==> src/rtl/packet_deserializer.sv <==
// packet_deserializer: parses HEADER/LEN/payload/CHK frames and replays good payloads on dout; optional idle abort under `PKT_TIMEOUT_EN`.
// Pulses appear one cycle after the deciding byte. There is no backpressure: bytes arriving while draining are dropped.
module packet_deserializer #(
  parameter int         MAX_LEN = 16,
  parameter logic [7:0] HEADER  = 8'hA5,
  parameter int         TIMEOUT = 32
) (
  input  logic       clk,
  input  logic       rst,
  input  logic [7:0] din,
  input  logic       din_valid,
  output logic [7:0] dout,
  output logic       dout_valid,
  output logic       dout_last,
  output logic [4:0] pkt_len,
  output logic       pkt_done,
  output logic       pkt_err
);
  localparam int         IW        = (MAX_LEN > 1) ? $clog2(MAX_LEN) : 1;
  localparam logic [7:0] MAX_LEN_B = 8'(MAX_LEN);

  if (MAX_LEN < 1 || MAX_LEN > 31 || TIMEOUT < 1) begin : g_bad_params
    $error("packet_deserializer: MAX_LEN must be 1..31 and TIMEOUT >= 1");
  end

  typedef enum logic [2:0] {
    S_IDLE    = 3'd0,
    S_LEN     = 3'd1,
    S_PAYLOAD = 3'd2,
    S_CHECK   = 3'd3,
    S_DRAIN   = 3'd4
  } state_t;

  state_t     r_state;
  state_t     w_next;
  logic [4:0] r_len;
  logic [4:0] r_idx;
  logic [7:0] r_sum;
  logic [7:0] r_buf [0:(1<<IW)-1];

  logic w_in_pkt;
  logic w_len_ok;
  logic w_last_idx;
  logic w_tmo_hit;
  logic w_done;
  logic w_err;

  assign w_in_pkt   = (r_state == S_LEN) || (r_state == S_PAYLOAD) || (r_state == S_CHECK);
  assign w_len_ok   = (din != 8'd0) && (din <= MAX_LEN_B);
  assign w_last_idx = (r_idx == r_len - 5'd1);

`ifdef PKT_TIMEOUT_EN
  localparam int           TW       = $clog2(TIMEOUT + 1);
  localparam logic [TW-1:0] TMO_LAST = TW'(TIMEOUT - 1);

  logic [TW-1:0] r_tmo;

  // Counts consecutive starved cycles while a frame is open.
  assign w_tmo_hit = w_in_pkt && !din_valid && (r_tmo == TMO_LAST);

  always_ff @(posedge clk) begin
    if (!rst) begin
      r_tmo <= '0;
    end else if (!w_in_pkt || din_valid || w_tmo_hit) begin
      r_tmo <= '0;
    end else begin
      r_tmo <= r_tmo + TW'(1);
    end
  end
`else
  assign w_tmo_hit = 1'b0;
`endif

  always_ff @(posedge clk) begin
    if (!rst) begin
      r_state <= S_IDLE;
    end else begin
      r_state <= w_next;
    end
  end

  always_comb begin
    w_next = r_state;
    w_done = 1'b0;
    w_err  = 1'b0;
    case (r_state)
      S_IDLE: begin
        if (din_valid && din == HEADER) w_next = S_LEN;
      end
      S_LEN: begin
        if (din_valid) begin
          if (w_len_ok) begin
            w_next = S_PAYLOAD;
          end else begin
            w_err  = 1'b1;
            w_next = S_IDLE;
          end
        end
      end
      S_PAYLOAD: begin
        if (din_valid && w_last_idx) w_next = S_CHECK;
      end
      S_CHECK: begin
        if (din_valid) begin
          if (din == r_sum) begin
            w_done = 1'b1;
            w_next = S_DRAIN;
          end else begin
            w_err  = 1'b1;
            w_next = S_IDLE;
          end
        end
      end
      S_DRAIN: begin
        if (w_last_idx) w_next = S_IDLE;
      end
      default: w_next = S_IDLE;
    endcase
    if (w_tmo_hit) begin
      w_err  = 1'b1;
      w_next = S_IDLE;
    end
  end

  always_comb begin
    dout       = 8'h00;
    dout_valid = 1'b0;
    dout_last  = 1'b0;
    if (r_state == S_DRAIN) begin
      dout       = r_buf[r_idx[IW-1:0]];
      dout_valid = 1'b1;
      dout_last  = w_last_idx;
    end
  end

  always_ff @(posedge clk) begin
    if (!rst) begin
      r_len    <= 5'd0;
      r_idx    <= 5'd0;
      r_sum    <= 8'd0;
      pkt_len  <= 5'd0;
      pkt_done <= 1'b0;
      pkt_err  <= 1'b0;
    end else begin
      pkt_done <= w_done;
      pkt_err  <= w_err;
      if (w_done) pkt_len <= r_len;
      case (r_state)
        S_LEN: begin
          if (din_valid && w_len_ok) begin
            r_len <= din[4:0];
            r_sum <= din;
            r_idx <= 5'd0;
          end
        end
        S_PAYLOAD: begin
          if (din_valid) begin
            r_sum <= r_sum + din;
            r_idx <= w_last_idx ? 5'd0 : r_idx + 5'd1;
          end
        end
        S_DRAIN: begin
          r_idx <= w_last_idx ? 5'd0 : r_idx + 5'd1;
        end
        default: begin
        end
      endcase
    end
  end

  // Payload store needs no reset; contents are only read after a full frame.
  always_ff @(posedge clk) begin
    if (rst && r_state == S_PAYLOAD && din_valid) begin
      r_buf[r_idx[IW-1:0]] <= din;
    end
  end

endmodule

==> config.mk <==
export PLATFORM = sky130hd
export DESIGN_NAME = packet_deserializer
export DESIGN_NICKNAME = d
export VERILOG_FILES = /design/src/rtl/packet_deserializer.sv
export SDC_FILE = /design/constraint.sdc
export NUM_CORES = 1
export LEC_CHECK = 0
export ABC_CLOCK_PERIOD_IN_PS = 5120
export CORE_UTILIZATION = 60
export CTS_CLUSTER_DIAMETER = 120
export DETAILED_ROUTE_END_ITERATION = 7
export PLACE_DENSITY = 0.77
export SLEW_MARGIN = 5
export SYNTH_ARGS = -nofsm -noshare
export SYNTH_HDL_FRONTEND = slang
export SYNTH_SLANG_ARGS = --single-unit
==> constraint.sdc <==
create_clock -name clk -period 5.12 [get_ports clk]
set_clock_uncertainty 0.05 [all_clocks]
set_input_delay 0.768 -clock clk [delete_from_list [all_inputs] [get_ports clk]]
set_output_delay 0.768 -clock clk [all_outputs]
set_load 0.02 [all_outputs]
### Word level (Yosys, flattened, before mapping)

Memory sizes are Yosys's and may differ from the RTL's. A register that Yosys moved wholly into a read port is not among the register bits.
Cells that the tools add are included.

* register bits after elaboration: 28
* memory bits (writable): 128
* logic and storage cells: 70
* memories kept: 1

* add/sub/neg operators: 3
* magnitude comparators: 1
* equality and inequality tests: 14
* muxes and demuxes: 30
* reduce and logical (&&, ||, !) cells: 14

Memories
* r_buf: depth 16, width 8, rd ports 1, clocked after Yosys merged registers in 1, write ports 1, line 39 `logic [7:0] r_buf [0:(1<<IW)-1];`

Operators by type and width (number)
* 8-bit two-way mux: 3
* 3-bit two-way mux: 6
* 8-bit one-hot mux with 2 select lines: 1
* 5-bit two-way mux: 3
* 3-bit one-hot mux with 5 select lines: 1
* 5-bit one-hot mux with 3 select lines: 1
* 1-bit two-way mux: 11
* 2-bit != test, second input constant: 5
* 8-bit adder: 1
* 8-bit == test: 1
* 8-bit == test, second input constant: 1
* 8-bit by 5-bit <= comparator with 1-bit output, second input constant: 1
* 4-bit two-way mux: 2
* 8-bit nonzero test: 1
* 3-bit by 2-bit == test with 1-bit output, second input constant: 2
* 1-bit logical AND: 6
* 3-bit AND reduction: 2
* 5-bit by 1-bit adder with 5-bit output, second input constant: 1
* 5-bit == test: 1
* 5-bit AND reduction: 1
* 5-bit by 1-bit subtractor with 5-bit output, second input constant: 1
* 2-bit by 1-bit != test with 1-bit output, second input constant: 2
* 3-bit by 1-bit == test with 1-bit output, second input constant: 1
* 3-bit == test, second input constant: 1
* 6 further kinds: 6

### Depth between registers and ports, before layout

* depth in word-level cells: 7
* mapped depth: 8
* mapped depth without buffers: 8

### Least setup slack after synthesis

No wires, ideal clock.

* path kind: register to output
* from: reg r_len[0]
* to: out dout_last
* data arrival time: 1.906 ns
* slack: 2.396 ns
* stages on the path, launching flop included: 8
* buffers on the path: 1
* cells stage by stage: dfxtp_1 -> inv_1 -> ha_1 -> xor2_1 -> nand2_1 -> or3_1 -> clkbuf_1 -> nor3_1

* longest elaborated chain between the ends: 3

Ends and longest elaborated chain
* from (decl): line 36 `logic [4:0] r_len;`
* from (signal assigned): line 151 `r_len <= din[4:0];`
* 5-bit by 1-bit subtractor with 5-bit output: line 50 `assign w_last_idx = (r_idx == r_len - 5'd1);`
* 5-bit == test: line 50
* 1-bit two-way mux: line 129 `if (r_state == S_DRAIN) begin`
* to (decl): line 14 `output logic dout_last,`

Every way passes these cells.

==> impl_results.md <==
- Outcome: finished, final reports clean
- Final HPWL DP: 8.79 mm
- PwrDens: 343 nW/um^2
- Top Ports: 28
- Post-synth top flop: edfxtp_1
- Post-route DRC: 0
- DR WL/cell: 21.9 um
- Req. time, crit path: 4.30 ns
- Crit-path cells: mux4_1 -> mux4_2 -> and2_1 -> clkdlybuf4s50_1
- Worst EP arrival: 3.31 ns
- Core area: 11400 um^2
- R2r setup slk: 2.48 ns
- Setup CP Type: flop to output port
- VDD IR-drop max: 0.218 mV
- Fmax: 242 MHz
- Post-CTS Hold Buffers: 0
- Final total power: 0.00276 W
- Crit path launch type: flop
- Area growth from synthesis to layout: 14.1%
- Clk_lat worst skew: 0.42 ns
- Buffers and inverters on the worst path: 1
- Tmin final: 4.12 ns
- Die Y: 110 um
- Setup slack after layout: 0.995 ns
- Max-Cap Viols: 0
- Slowest CP cell: dfxtp_2
- Gr ovfl total: 0
- First-pass GRT wire length: 21.9 mm
- RR Endpoint: r_buf[5][7]$_DFFE_PP_
- Initial DRT Pass Iterations: 5
- Setup violators final: 0
- Hold Vio Cnt, Final: 0
- Fillers: 749
- Pleak: 2.68 nW
- CTS resizes: 0
- Nets: 501
- Num rows: 39
- 1st-iter DRT viols: 228
- Busiest grt layer: met2
- R2R cell count: 5
- Number of synthesized flops with an enable pin: 128
- Final Max Slew Viols: 0
- Max clock buf depth: 2
- Via count: 4000
- Synth Instances: 448
- M2 GR Usage: 41.0%
- Inserted Diodes: 0
- Hold Path Stages: 2
- Worst-path fanout max: 32
- Largest delay share family, worst path: multiplexers
- Gr usage total: 24.6%
- Syn. warnings: 0
- Post-Syn Area: 7060 um^2
- Post-Syn Area per Cell: 15.7 um^2
- Drt via density: 6.32
- Setup TNS: 0 ns
- GR met1 Demand/Resource: 32.2%
- PortBufs: 27
- Routed Antenna Nets: 0
- Max transition margin: 32.3%
- HP Class: flop to flop
- Clock-pin slew on the worst setup and hold paths: 0.06 ns
- Synth Net Count: 472
- R2r startpoint: r_state[1]$_SDFFE_PN0P_
- Initial antenna violation count: 0
- WL final: 13.9 mm
- Area leader, netlist: edfxtp_1
- Die area: 12200 um^2
- Share of cells above drive strength 1: 11.8%
- Worst Tran Pin Value: 1.01 ns
- Post-synth ARST share: 0%
- Clock sink count: 160
- CTS tree: done
- Pre-CTS setup slack: 1.40 ns
- Seq/Total Area, Yosys: 63.6%
- Die Wd: 110 um
- CTS buffer count: 17
- CP Capture Type: output port
- # H-tree levels: 4
- Largest net degree at the start of global routing: 33
- Post-synth top area share: 54.5%
- Fin util: 70.5%
- Top cells by area, synth: edfxtp_1, dfxtp_1, mux4_1
- Register bit count reported by yosys: 160
- Crit share post-route: 80.6%
- Routability cong.: 0.805
- Initial Util: 61.8%
- Met3 usage: 5.21%
- Post-CTS setup buffers: 0
- Worst Hold Launch: r_sum[1]$_SDFFE_PN0P_
- Worst Hold End: r_sum[1]$_SDFFE_PN0P_
- Unrepaired setup endpoints after global routing: no
- CP peak stage delay: 1.00 ns
- CTS Root Cell: clkbuf_16
- Vias in the first global route: 3909
- Post-synth cell types: 56
-- per-layer routing --
layer / vias up / share of wire (%)
li1: 1840 / -
met4: 0 / 1.6
met1: 1996 / 42
met2: 146 / 51
met5: - / 0
met3: 18 / 5.5
-- synth_stat cells (all sizes together) (3+ instances only) --
master and instances:
dfxtp 32, o211ai 4, nand3 6, edfxtp 128, a211oi 3, nand4 8
o221ai 3, nor2 37, nor4 6, and3 4, nor3 12, mux4 40
xor2 6, nor4b 3, o31ai 4, xnor2 7, ha 12, a31oi 3
inv 13, clkbuf 14, o21ai 9, a21oi 10, buf 11, o21a 4
and2 10, mux2i 15, nand2 21
-- flip-flops by register name, indices dropped and copies added, names as in the netlist, named ones only --
name / cells
r_buf: 128
r_sum: 8
pkt_len: 5
r_idx: 5
r_len: 5
r_state: 3
pkt_done: 1
pkt_err: 1
-- worst max-delay path by stage --
| stage | from | endpoint | slack (ns) | cells after the start |
|---|---|---|---|---|
| after detailed placement | flop | dout[0] | 1.40 | 4 |
| after global placement | flop | dout[0] | 1.43 | 4 |
| final | flop | dout[7] | 1.0 | 4 |
| after CTS | flop | dout[7] | 0.92 | 4 |
| after global routing | flop | dout[7] | 0.85 | 4 |
| after floorplan | r_len[0]$_SDFFE_PN0P_ | dout_last | 2.40 | 7 |
-- final cells by class --
type | count | area, um^2 | area share (%)
Sequential cell | 160 | 4490 | 55.7
Multi-Input combinational cell | 250 | 2390 | 29.7
Clock buffer | 18 | 429 | 5.33
Timing Repair Buffer | 35 | 330 | 4.10
Clock inverter | 14 | 189 | 2.35
Tap cell | 143 | 179 | 2.22
Inverter | 13 | 48.8 | 0.606
-- through the flow --
| step | instance area [um^2] | hold WS, ns | instances |
|---|---|---|---|
| floorplan | 7060 | 0.399 | 448 |
| global placement | 7430 | 0.408 | 601 |
| detailed placement | 7430 | 0.416 | 601 |
| CTS | 8050 | 0.424 | 633 |
| global route | 8050 | 0.438 | 633 |
| finish | 8050 | 0.422 | 633 |
-- cells by family (layout without fill, tap and decap cells) --
logic type,Yosys count,after routing,share of synthesized area [%]
AOI/OAI and AO/OA,51,51,4.98
adders and majority gates,13,13,2.41
DFF,160,160,63.6
buffers and inverters,38,80,2.61
xor gates and xnor gates,13,13,1.61
and+or+nand+nor,118,118,8.65
muxes,55,55,16.2
-- layout by cell type, fill, tap and decap left out, types with 7 or more instances in the layout --
cell type	count
clkbuf_16	17
xnor2_1	7
ha_1	12
nand4_1	8
and2_1	10
mux2i_1	15
clkdlybuf4s50_1	27
inv_1	13
nand2_1	21
a21oi_1	10
o21ai_0	7
nor3_1	11
mux4_1	24
edfxtp_1	128
buf_4	8
mux4_2	16
dfxtp_1	31
nor2_1	37
-- where the power goes --
group / switching, W / internal, W / total (W)
registers: 0.0000000969 / 0.00140 / 0.00140
logic: 0.0000373 / 0.0000155 / 0.0000528
clock network: 0.000490 / 0.000815 / 0.00130
-- worst reg2reg max path: cells and delay by family, from the launching register on --
family                 cells  cell delay (ns)
DFF                        1             0.47
and+or+nand+nor            4             1.52
buffers and inverters      1             0.22
Power figures use the tool's default switching activity.
